**config.mk**
```make
export PLATFORM = sky130hd
export DESIGN_NAME = mult4b_seq
export DESIGN_NICKNAME = d
export VERILOG_FILES = /design/src/rtl/mult4b_seq.sv
export SDC_FILE = /design/constraint.sdc
export NUM_CORES = 1
export LEC_CHECK = 0
export ABC_AREA = 1
export BUFFER_PORTS_ARGS = -buffer_cell sky130_fd_sc_hd__buf_2
export CORE_AREA = 2 2 62 64
export CTS_CLUSTER_SIZE = 24
export DETAILED_ROUTE_END_ITERATION = 8
export DIE_AREA = 0 0 64 66
export GPL_TIMING_DRIVEN = 0
export SKIP_LAST_GASP = 1
export SLEW_MARGIN = 20
export SYNTH_ARGS = -nofsm -noshare
export SYNTH_HDL_FRONTEND = slang
export SYNTH_SLANG_ARGS = --single-unit
```
**constraint.sdc**
```tcl
create_clock -name clk -period 2.4 [get_ports clk]
set_clock_uncertainty 0.05 [all_clocks]
set_input_delay 0.36 -clock clk [delete_from_list [all_inputs] [get_ports clk]]
set_output_delay 0.36 -clock clk [all_outputs]
set_load 0.02 [all_outputs]
```
**src/rtl/mult4b_seq.sv**
```systemverilog
// mult4b_seq: sequential 4x4 unsigned shift-and-add multiplier driving an external 4-bit adder.
// Optional MULT_ZERO_SKIP_EN: a zero operand finishes in one cycle with PP=0.
module mult4b_seq (
    input  logic       clk,
    input  logic       rst,
    input  logic       init,
    input  logic [3:0] MA,
    input  logic [3:0] MB,
    output logic [3:0] ADD_A,
    output logic [3:0] ADD_B,
    input  logic [3:0] ADD_S,
    input  logic       ADD_Co,
    output logic [7:0] PP,
    output logic       busy,
    output logic       done
);
    typedef enum logic [1:0] {IDLE, ADD, SHIFT, DONE} state_t;
    state_t     state;
    logic [3:0] rb, h, l;
    logic       c;
    logic [1:0] cnt;
    assign ADD_A = h;
    assign ADD_B = rb;
    always_ff @(posedge clk) begin
        if (rst) begin
            state <= IDLE;
            PP    <= 8'h00;
            busy  <= 1'b0;
            done  <= 1'b0;
            rb    <= 4'h0;
            h     <= 4'h0;
            l     <= 4'h0;
            c     <= 1'b0;
            cnt   <= 2'd0;
        end else begin
            done <= 1'b0;
            case (state)
                IDLE: if (init) begin
                    rb   <= MB;
                    l    <= MA;
                    h    <= 4'h0;
                    c    <= 1'b0;
                    cnt  <= 2'd0;
                    busy <= 1'b1;
`ifdef MULT_ZERO_SKIP_EN
                    if (MA == 4'h0 || MB == 4'h0) begin
                        PP    <= 8'h00;
                        done  <= 1'b1;
                        state <= DONE;
                    end else begin
                        state <= ADD;
                    end
`else
                    state <= ADD;
`endif
                end
                ADD: begin
                    {c, h} <= l[0] ? {ADD_Co, ADD_S} : {1'b0, h};
                    state  <= SHIFT;
                end
                SHIFT: begin
                    // Carry drops into the high nibble so the 9-bit accumulator never overflows.
                    {c, h, l} <= {1'b0, c, h, l[3:1]};
                    cnt       <= cnt + 2'd1;
                    if (cnt == 2'd3) begin
                        PP    <= {c, h, l[3:1]};
                        done  <= 1'b1;
                        state <= DONE;
                    end else begin
                        state <= ADD;
                    end
                end
                DONE: begin
                    busy  <= 1'b0;
                    state <= IDLE;
                end
            endcase
        end
    end
endmodule

```
==> results.py, run 1 <==
metrics = {
    "power_and_ir_drop": {
        "standby_leakage_power_nw": 0.671,
        "power-per-cell-area_nw_per_um2": 639,
        "totalPowerFinal_mw": 0.919,
        "power.share.switching_pct": 33.0,
        "peakVddDrop_mv": 0.179,
        "power_frac_clock_pct": 22.1,
        "power_report.internal_total_mw": 0.615,
        "seq_power_share_pct": 55.0,
        "switchingPower_mw": 0.303,
        "comb_power_share_pct": 23.0,
    },
    "sta": {
        "slew_at_the_pin_closest_to_its_max_slew_limit_ns": 0.357,
        "hold_violations": 0,
        "setup_total_negative_slack_ns": 0,
        "postLayoutSetupSlackWorst_ns": 0.833,
        "maxSlewViolCount": 0,
        "grt_setup_unrepaired": "false",
        "fin_crit_ns": 1.57,
        "timing.slew.headroom_pct": 76.2,
        "max_freq_ghz": 0.638,
        "setup_viol": 0,
        "period_share_pct": 65.3,
    },
    "floorplanning": {
        "ioPinCount": 34,
        "core-area_sq_um": 3550,
        "die-width_um": 64,
        "placement_rows": 22,
        "die_h_um": 66,
        "effective_utilization_at_floorplan_pct": 33.3,
        "total_die_area_sq_um": 4220,
    },
    "global_routing": {
        "largest_net_degree_at_the_start_of_global_routing": 17,
        "wire_length_of_the_first_global_routing_pass_um": 4280,
        "grt_overflow_total": 0,
        "grt_use_total_pct": 13.1,
        "grt_antenna_before_repair": 0,
        "number_of_global_route_vias_before_repair": 957,
    },
    "hold_path": {
        "hold_path_class": "input port to register",
        "holdPathStages": 3,
        "hp-start": "MB[3]",
        "min_delay_worst_endpoint": "ADD_B[3]",
    },
    "yosys": {
        "synth_cell_type_count": 19,
        "number_of_nets_produced_by_synthesis": 181,
        "synth_area_sq_um": 1180,
        "ys_seq_area_share_pct": 45.7,
        "synth_seq_cells": 27,
        "synth.avg_cell_area_sq_um": 7.48,
        "cell_count_after_synthesis": 158,
        "synth_warnings": 0,
    },
    "clock_network": {
        "cts_num_sinks": 27,
        "cts_max_path_buffers": 2,
        "clk_transition_reported_paths_ns": 0.15,
        "cts_htree_levels": 1,
        "cts_root_buf": "sky130_fd_sc_hd__clkbuf_4",
        "postcts_setup_bufs": 0,
        "ctsResizeCount": 0,
        "tritoncts": "built",
        "worstSkewPairLatency_ns": 0.32,
        "cts.hold.buffers_added": 0,
        "number_of_buffers_inserted_during_clock_tree_synthesis": 3,
    },
    "setup_path": {
        "timing.critical_path.arrival_ns": 1.79,
        "cp.required_ns": 2.62,
        "cpMaxStageDelayCell": "sky130_fd_sc_hd__dfxtp_1",
        "worst_path_largest_cell_delay_ns": 0.43,
        "setup.worst_path.class": "register to register",
        "critPathLaunchType": "register",
        "r2r-end": "ADD_A[2]",
        "crit_buf_inv": 2,
        "critical_path.top_delay_family": "flip-flops",
        "worst_r2r_path_depth": 7,
        "worstPathCellList": "inv_1 -> ha_1 -> nand2_4 -> nand3_2 -> inv_2 -> nand2_1 -> a21oi_1",
        "critPathCaptureType": "register",
        "critical_path.max_fanout": 9,
        "r2r-start": "state[0]",
        "worst-r2r-setup-slack_ns": 0.83,
    },
    "routing": {
        "detail_route.iter0.violations": 31,
        "vias_per_cell": 4.46,
        "route.detailed.drc": 0,
        "drt_first_pass_iters": 4,
        "vias": 1084,
        "routed_wl_um": 2540,
        "route.antenna.remaining_nets": 0,
        "route.detailed.wl_per_inst_um": 10.4,
    },
    "placed_design": {
        "place.port_buffers": 33,
        "dp_hpwl_um": 1960,
        "placement.setup.worst_slack_ns": 0.854,
        "gp_congestion": 0.750,
        "placement.cell_area_sq_um": 1410,
    },
    "run_status": {
        "status": "finished clean",
    },
    "final_layout": {
        "finalInstanceArea_sq_um": 1440,
        "final_cell_mix": "34 x sky130_fd_sc_hd__buf_2, 31 x sky130_fd_sc_hd__nand2_1, 29 x sky130_fd_sc_hd__nor2_1",
        "syn_to_final_growth_pct": 21.6,
        "antennaDiodeCount": 0,
        "finish.net_count": 219,
        "mostFrequentLayoutCell": "sky130_fd_sc_hd__buf_2",
        "filler_cell_count": 406,
        "drive_gt1_share_pct": 26.2,
    },
    "flow_run": {
        "timing.max_cap.violations": 0,
    },
}
[layer usage]
| metal | track usage [%] | share of wire (%) |
|---|---|---|
| met5 | 0 | 0 |
| met4 | 6.52 | 1.4 |
| met3 | 1.87 | 3.5 |
| met2 | 23.3 | 49 |
| met1 | 15.3 | 46 |
[worst max-delay path by stage]
stage / from / endpoint / slack (ns) / cells after the start
after floorplan: state[0] / ADD_A[0] / 1.06 / 7
after global placement: state[0] / state[1] / 0.86 / 6
after detailed placement: state[0] / ADD_A[2] / 0.85 / 7
after CTS: state[0] / ADD_A[2] / 0.83 / 7
after global routing: state[0] / state[1] / 0.69 / 6
final: state[0] / ADD_A[2] / 0.83 / 7
[cells in the mapped netlist]
| library cell | count | area [sq um] |
|---|---|---|
| sky130_fd_sc_hd__a211oi_1 | 1 | 7.51 |
| sky130_fd_sc_hd__nand2_1 | 31 | 116 |
| sky130_fd_sc_hd__inv_2 | 7 | 26.3 |
| sky130_fd_sc_hd__buf_4 | 1 | 7.51 |
| sky130_fd_sc_hd__clkbuf_1 | 1 | 3.75 |
| sky130_fd_sc_hd__dfxtp_1 | 27 | 541 |
| sky130_fd_sc_hd__o21ai_2 | 2 | 17.5 |
| sky130_fd_sc_hd__o21ai_0 | 10 | 50.1 |
| sky130_fd_sc_hd__o21ai_1 | 9 | 45.0 |
| sky130_fd_sc_hd__nand2_2 | 1 | 6.26 |
| sky130_fd_sc_hd__inv_1 | 6 | 22.5 |
| sky130_fd_sc_hd__nand4_1 | 1 | 6.26 |
| sky130_fd_sc_hd__a21oi_1 | 15 | 75.1 |
| sky130_fd_sc_hd__ha_1 | 7 | 87.6 |
| sky130_fd_sc_hd__buf_2 | 1 | 5.00 |
| sky130_fd_sc_hd__nand3_1 | 7 | 35.0 |
| sky130_fd_sc_hd__nand3_2 | 1 | 10.0 |
| sky130_fd_sc_hd__nand2_4 | 1 | 11.3 |
| sky130_fd_sc_hd__nor2_1 | 29 | 109 |
[tightest hold or removal path, cell delays in order]
cell	delay [ns]
sky130_fd_sc_hd__buf_2	0.07
sky130_fd_sc_hd__o21ai_1	0.06
sky130_fd_sc_hd__nor2_1	0.07
[sequential cells by signal, indices dropped and copies added, names as in the netlist, 2 cells and up]
signal  flops
ADD_B       4
l           4
cnt         2
state       2
ADD_A       4
PP          8
[per-stage QoR]
| step | std cells | utilization (%) | hold WS (ns) |
|---|---|---|---|
| floorplan | 158 | - | 0.387 |
| global placement | 239 | 39.6 | 0.406 |
| detailed placement | 239 | 39.6 | 0.415 |
| CTS | 243 | 40.5 | 0.198 |
| global route | 243 | 40.5 | 0.227 |
| finish | 243 | 40.5 | 0.208 |
[power by group through the flow]
stage	Sequential, mW	Clock [mW]	Combinational, mW
3_3_place_gp	0.514	0	0.214
2_1_floorplan	0.524	0	0.143
6_report	0.505	0.203	0.211
5_1_grt	0.512	0.235	0.243
3_5_place_dp	0.515	0	0.213
4_1_cts	0.505	0.213	0.215
[cells by family after synthesis]
group | Yosys count | synth area share [%]
compound gates | 37 | 16.5
fa+ha+maj | 7 | 7.41
buf+inv | 16 | 5.50
flops | 27 | 45.7
simple gates | 71 | 24.9
[layout make-up]
class	count	area, sq um	share of cell area (%)
tap	48	60.1	4.18
clock buffer	3	22.5	1.57
inverter	13	48.8	3.39
sequential	27	541	37.6
clock inverter	1	7.51	0.522
timing repair buffer	33	165	11.5
multi-input combinational	115	577	40.1
buffer	3	16.3	1.13
Note: power is estimated with default switching activity, not from simulation.
==> run 2: changes to the inputs <==
--- a/config.mk
+++ b/config.mk
@@ -5,7 +5,7 @@
 export SDC_FILE = /design/constraint.sdc
 export NUM_CORES = 1
 export LEC_CHECK = 0
-export ABC_AREA = 1
+export ABC_AREA = 0
 export BUFFER_PORTS_ARGS = -buffer_cell sky130_fd_sc_hd__buf_2
 export CORE_AREA = 2 2 62 64
 export CTS_CLUSTER_SIZE = 24
==> constraint.sdc (replaced) <==
create_clock -name clk -period 1.6 [get_ports clk]
set_clock_uncertainty 0.05 [all_clocks]
set_input_delay 0.24 -clock clk [delete_from_list [all_inputs] [get_ports clk]]
set_output_delay 0.24 -clock clk [all_outputs]
set_load 0.02 [all_outputs]
==> run 2 against run 1 <==
The flow now finishes with violations (negative setup slack). Largest power group unchanged. Combinational power rose to 2.9 times the previous value. Die area stayed put. Total power grew 85%. Hold slack got worse by 0.12 ns. Critical path type unchanged. Sequential power grew 56%.
==> results.py, run 2 <==
metrics = {
    "yosys": {
        "synth_top_area_cell": "sky130_fd_sc_hd__dfxtp_1",
        "post-synth-top-count-cell": "sky130_fd_sc_hd__dfxtp_1",
        "synth.avg_cell_area_sq_um": 8.94,
        "synth_seq_cells": 27,
        "post-synth-top-area-fraction_pct": 45.8,
        "number_of_nets_produced_by_synthesis": 155,
        "synth_simple_gate_area_share_pct": 18.0,
        "ys_dominant_reg_cell": "sky130_fd_sc_hd__dfxtp_1",
        "synth_mux_area_share_pct": 5.20,
        "synth_area_sq_um": 1180,
        "cell_count_after_synthesis": 132,
        "ys_async_sr_fraction_pct": 0,
        "synth_cell_type_count": 26,
        "compound_cell_area_share_of_the_yosys_netlist_pct": 18.2,
        "ys_seq_area_share_pct": 45.8,
        "synth.cells.most_frequent": "27 x sky130_fd_sc_hd__dfxtp_1, 23 x sky130_fd_sc_hd__nand2_1, 16 x sky130_fd_sc_hd__a21oi_1",
        "synth-xor-area-share_pct": 0,
        "main_area_contributors_after_synthesis": "sky130_fd_sc_hd__dfxtp_1 46%, sky130_fd_sc_hd__ha_1 7.4%, sky130_fd_sc_hd__nand2_1 7.3%",
        "yosys.area_share.adder_pct": 7.42,
        "synth_warnings": 0,
        "combinational_family_with_the_most_area_after_synthesis": "compound AO/OA/AOI/OAI gates",
        "number_of_synthesized_flops_with_an_enable_pin": 0,
    },
    "setup_path": {
        "timing.critical_path.arrival_ns": 1.82,
        "setup.worst_path.class": "register to register",
        "critPathLaunchType": "register",
        "cp.required_ns": 1.78,
        "worst-r2r-setup-slack_ns": -0.03,
        "critical_path.max_fanout": 4,
        "critPathCaptureType": "register",
    },
    "final_layout": {
        "syn_to_final_growth_pct": 35.9,
        "finish.net_count": 199,
        "number_of_flip_flops_in_the_largest_register": 8,
        "mostFrequentLayoutCell": "sky130_fd_sc_hd__buf_2",
        "filler_cell_count": 360,
        "layout.core_utilization_pct": 45.2,
        "top_register": "PP",
        "final_cell_mix": "32 x sky130_fd_sc_hd__buf_2, 25 x sky130_fd_sc_hd__dfxtp_1, 23 x sky130_fd_sc_hd__nand2_1",
        "antennaDiodeCount": 0,
        "drive_gt1_share_pct": 36.0,
    },
    "routing": {
        "drt-met1-wl_um": 1240,
        "route.antenna.remaining_nets": 0,
        "vias": 1100,
        "routed_wl_um": 3080,
        "route.detailed.wl_per_inst_um": 13.8,
        "detail_route.iter0.violations": 13,
        "route.detailed.drc": 0,
        "top_routing_layer_in_use": "met4",
        "vias_per_cell": 4.93,
        "drt_first_pass_iters": 4,
        "met2WireLength_um": 1670,
        "detailroute.wirelength.met3_um": 153,
    },
    "power_and_ir_drop": {
        "standby_leakage_power_nw": 0.642,
        "power-per-cell-area_nw_per_um2": 1060,
        "power_frac_clock_pct": 17.2,
        "switchingPower_mw": 0.573,
        "power.share.switching_pct": 33.8,
        "comb_power_share_pct": 36.4,
        "power_report.internal_total_mw": 1.12,
        "seq_power_share_pct": 46.4,
        "peakVddDrop_mv": 0.721,
    },
    "sta": {
        "slew_at_the_pin_closest_to_its_max_slew_limit_ns": 0.523,
        "hold_violations": 0,
        "smallest_hold_slack_ns": 0.0926,
        "grt_setup_unrepaired": "true",
        "timing.slew.headroom_pct": 65.1,
        "setup_viol": 4,
        "maxSlewViolCount": 0,
        "max_freq_ghz": 0.612,
        "period_share_pct": 102,
        "fin_crit_ns": 1.63,
        "postLayoutSetupSlackWorst_ns": -0.0340,
    },
    "clock_network": {
        "cts_max_path_buffers": 2,
        "cts_root_buf": "sky130_fd_sc_hd__clkbuf_4",
        "cts_num_sinks": 27,
        "number_of_buffers_inserted_during_clock_tree_synthesis": 3,
        "worstSkewPairLatency_ns": 0.33,
        "clk_transition_reported_paths_ns": 0.15,
        "tritoncts": "built",
        "cts_htree_levels": 1,
    },
    "global_routing": {
        "wire_length_of_the_first_global_routing_pass_um": 4860,
        "grt_use_total_pct": 14.7,
        "number_of_global_route_vias_before_repair": 1060,
        "grt_overflow_total": 0,
        "grt_antenna_before_repair": 0,
        "largest_net_degree_at_the_start_of_global_routing": 15,
    },
    "flow_run": {
        "timing.max_cap.violations": 0,
    },
    "run_status": {
        "failed_checks": "negative setup slack",
        "status": "finished, violations left",
    },
    "hold_path": {
        "hold_path_class": "input port to register",
    },
    "floorplanning": {
        "core-area_sq_um": 3550,
        "placement_rows": 22,
        "die_h_um": 66,
        "ioPinCount": 34,
        "effective_utilization_at_floorplan_pct": 33.2,
        "die-width_um": 64,
        "total_die_area_sq_um": 4220,
    },
    "placed_design": {
        "place.port_buffers": 31,
        "gp_congestion": 0.711,
        "dp_hpwl_um": 2120,
    },
}
run 2: cell types whose count changed after synthesis, sizes merged, moves of 4 or more:
cell    delta
a211oi     +4
a32oi      +5
inv        -6
mux2i      +5
nand2     -10
nor2      -23
o21ai     -19
o32ai      +4
run 2: worst paths after layout:
path         endpoint  cells past startpoint      from
max          ADD_A[2]                      5  state[0]
min          ADD_B[0]                      3     MB[0]
max reg2reg  ADD_A[2]                      5  state[0]
min reg2reg     PP[6]                      2     PP[6]
run 2: layout make-up:
| cell class | instances | area (sq um) | share of cell area [%] |
|---|---|---|---|
| Multi-Input combinational cell | 91 | 677 | 42.2 |
| Sequential cell | 27 | 548 | 34.2 |
| Timing Repair Buffer | 41 | 234 | 14.6 |
| Tap cell | 48 | 60.1 | 3.74 |
| Inverter | 7 | 31.3 | 1.95 |
| Buffer | 5 | 27.5 | 1.72 |
| Clock buffer | 4 | 26.3 | 1.64 |
run 2: cells by family after synthesis:
family | after synthesis
AO/OA/AOI/OAI | 33
adder cells (fa/ha/maj) | 7
buffers and inverters | 14
flip-flops | 27
multiplexers | 6
AND/OR/NAND/NOR | 45
run 2: stage by stage:
| step | instances | TNS, ns | power (mW) | setup WS [ns] | cell area (sq um) |
|---|---|---|---|---|---|
| floorplan | 132 | 0 | 1.11 | 0.0725 | 1190 |
| global placement | 211 | -0.150 | 1.20 | -0.0494 | 1410 |
| detailed placement | 211 | -0.360 | 1.22 | -0.108 | 1410 |
| CTS | 223 | -0.0858 | 1.64 | -0.0470 | 1560 |
| global route | 223 | -0.185 | 1.81 | -0.0609 | 1600 |
| finish | 223 | -0.100 | 1.70 | -0.0340 | 1600 |
run 2: routing by layer:
layer  track usage, %  up-vias
li1                 -      552
met1             16.4      516
met2             28.6       30
met3             3.92        2
met4             1.63        0
met5                0        -
run 2: power by group through the flow:
stage / combinational, mW / clock (mW) / sequential [mW]
after global placement: 0.406 / 0 / 0.796
after global routing: 0.675 / 0.335 / 0.798
after CTS: 0.554 / 0.302 / 0.783
after floorplan: 0.304 / 0 / 0.808
after detailed placement: 0.423 / 0 / 0.801
final: 0.617 / 0.293 / 0.787
run 2: timing repair:
item	in CTS	in global routing
setup endpoints to repair	4	20
hold buffers	0	0
pin swaps	3	4
resized for setup	13	11
setup buffers	8	2
run 2: critical path, cell delays in order (launching register included):
cell and delay, ns:
sky130_fd_sc_hd__dfxtp_4 0.39, sky130_fd_sc_hd__buf_6 0.12, sky130_fd_sc_hd__ha_4 0.15, sky130_fd_sc_hd__nor2b_4 0.13
sky130_fd_sc_hd__or4_4 0.58, sky130_fd_sc_hd__o32ai_2 0.12
==> run 3: changes to the inputs <==
--- a/config.mk
+++ b/config.mk
@@ -12,6 +12,7 @@
 export DETAILED_ROUTE_END_ITERATION = 8
 export DIE_AREA = 0 0 64 66
 export GPL_TIMING_DRIVEN = 0
+export REMOVE_ABC_BUFFERS = 1
 export SKIP_LAST_GASP = 1
 export SLEW_MARGIN = 20
 export SYNTH_ARGS = -nofsm -noshare
==> run 3 against run 2 <==
The flow now finishes without violations. Wire length shrank 14%. Sequential share of layout area grew 2.6 points. Utilization shrank 3.2 points. Count of clock-buffer cells in the layout shrank 1. Highest routed layer unchanged.
==> results.py, run 3 (synthesis results as in run 2) <==
metrics = {
    "run_status": {
        "status": "finished clean",
    },
    "sta": {
        "fin_crit_ns": 1.58,
        "timing.slew.headroom_pct": 64.7,
        "hold_violations": 0,
        "period_share_pct": 98.9,
        "setup_viol": 0,
        "slew_at_the_pin_closest_to_its_max_slew_limit_ns": 0.530,
        "maxSlewViolCount": 0,
        "grt_setup_unrepaired": "true",
        "postLayoutSetupSlackWorst_ns": 0.0183,
        "max_freq_ghz": 0.632,
    },
    "global_routing": {
        "grt_overflow_total": 0,
        "wire_length_of_the_first_global_routing_pass_um": 4450,
        "largest_net_degree_at_the_start_of_global_routing": 29,
        "grt_use_total_pct": 13.3,
        "number_of_global_route_vias_before_repair": 1004,
        "grt_antenna_before_repair": 0,
    },
    "routing": {
        "routed_wl_um": 2650,
        "route.detailed.drc": 0,
        "drt_first_pass_iters": 4,
        "vias": 1058,
        "route.antenna.remaining_nets": 0,
        "route.detailed.wl_per_inst_um": 12.3,
        "vias_per_cell": 4.92,
        "detail_route.iter0.violations": 34,
    },
    "floorplanning": {
        "die_h_um": 66,
        "die-width_um": 64,
        "total_die_area_sq_um": 4220,
        "ioPinCount": 34,
        "effective_utilization_at_floorplan_pct": 33.2,
        "placement_rows": 22,
        "core-area_sq_um": 3550,
    },
    "final_layout": {
        "final_cell_mix": "33 x sky130_fd_sc_hd__buf_2, 25 x sky130_fd_sc_hd__dfxtp_1, 23 x sky130_fd_sc_hd__nand2_1",
        "number_of_flip_flops_in_the_largest_register": 8,
        "antennaDiodeCount": 0,
        "syn_to_final_growth_pct": 26.4,
        "multi_input_area_sq_um": 624,
        "top_register": "PP",
        "filler_cell_count": 362,
        "finalInstanceArea_sq_um": 1490,
        "drive_gt1_share_pct": 32.9,
        "finish.net_count": 191,
        "mostFrequentLayoutCell": "sky130_fd_sc_hd__buf_2",
        "layout.core_utilization_pct": 42.0,
        "layout.area.seq_sq_um": 548,
    },
    "setup_path": {
        "cp.required_ns": 1.79,
        "timing.critical_path.arrival_ns": 1.77,
        "critPathCaptureType": "register",
        "critical_path.max_fanout": 6,
        "worst_r2r_path_depth": 5,
        "critPathLaunchType": "register",
        "setup.worst_path.class": "register to register",
    },
    "placed_design": {
        "placement.setup.worst_slack_ns": -0.295,
        "place.port_buffers": 33,
        "placement.cell_area_sq_um": 1370,
        "dp_hpwl_um": 1860,
        "gp_congestion": 0.741,
    },
    "clock_network": {
        "cts_htree_levels": 1,
        "clk_transition_reported_paths_ns": 0.15,
        "cts_max_path_buffers": 2,
        "tritoncts": "built",
        "number_of_buffers_inserted_during_clock_tree_synthesis": 3,
        "worstSkewPairLatency_ns": 0.32,
        "cts_root_buf": "sky130_fd_sc_hd__clkbuf_4",
        "cts_num_sinks": 27,
    },
    "hold_path": {
        "holdPathStages": 3,
        "hold_path_class": "input port to register",
    },
    "flow_run": {
        "timing.max_cap.violations": 0,
    },
    "power_and_ir_drop": {
        "power-per-cell-area_nw_per_um2": 1070,
        "standby_leakage_power_nw": 0.599,
        "peakVddDrop_mv": 0.330,
    },
}
[run 3: cell types whose count changed in the layout (fill, tap and decap cells not counted), sizes merged]
| cell | previous run | this run |
|---|---|---|
| clkinv | 0 | 1 |
| clkbuf | 5 | 3 |
| buf | 45 | 38 |
[run 3: repair_timing]
| action | 4_1_cts | 5_1_grt |
|---|---|---|
| gates cloned | 0 | 0 |
| resized for setup | 11 | 5 |
| hold buffers | 0 | 0 |
| setup endpoints to repair | 10 | 9 |
| pin swaps | 1 | 0 |
| setup buffers | 5 | 0 |
[run 3: metal layers]
layer  GRT usage, %  wire length [um]  up-vias
li1               -                 -      538
met1           16.5              1220      494
met2           23.7              1290       24
met3           1.53               117        2
met4           4.89                11        0
met5              0                 0        -
[run 3: area by class of cell]
class	count	area share, %
Clock buffer	3	1.51
Sequential cell	27	36.7
Timing Repair Buffer	38	13.6
Clock inverter	1	0.336
Inverter	7	1.93
Tap cell	48	4.03
Multi-Input combinational cell	91	41.9
[run 3: final timing paths]
check                               from        to  slack [ns]
worst max-delay path            state[0]  ADD_A[3]        0.02
worst min-delay path               MB[1]  ADD_B[1]        0.09
worst max register to register  state[0]  ADD_A[3]        0.02
worst min register to register     PP[5]     PP[5]        0.41
[run 3: metrics by stage]
stage | TNS (ns) | power, mW | hold WS (ns) | std cells
3_3_place_gp | -1.33 | 1.17 | 0.389 | 206
6_report | 0 | 1.59 | 0.0938 | 215
2_1_floorplan | -0.334 | 1.07 | 0.259 | 125
4_1_cts | 0 | 1.57 | 0.0871 | 215
3_5_place_dp | -1.87 | 1.19 | 0.393 | 206
5_1_grt | -0.00353 | 1.70 | 0.0836 | 215
[run 3: where the power goes]
part / leakage [nW] / total, mW / switching, mW / internal [mW]
Sequential: 0.221 / 0.785 / 0.0508 / 0.734
Combinational: 0.361 / 0.509 / 0.274 / 0.234
Clock: 0.0177 / 0.296 / 0.203 / 0.0937
Total: 0.599 / 1.59 / 0.528 / 1.06
[run 3: worst max-delay path, stage by stage (launching register included)]
cell                      delay (ns)
sky130_fd_sc_hd__dfxtp_4        0.41
sky130_fd_sc_hd__inv_4          0.06
sky130_fd_sc_hd__ha_4           0.16
sky130_fd_sc_hd__nor2b_4        0.14
sky130_fd_sc_hd__or4_4          0.54
sky130_fd_sc_hd__o32ai_1        0.13
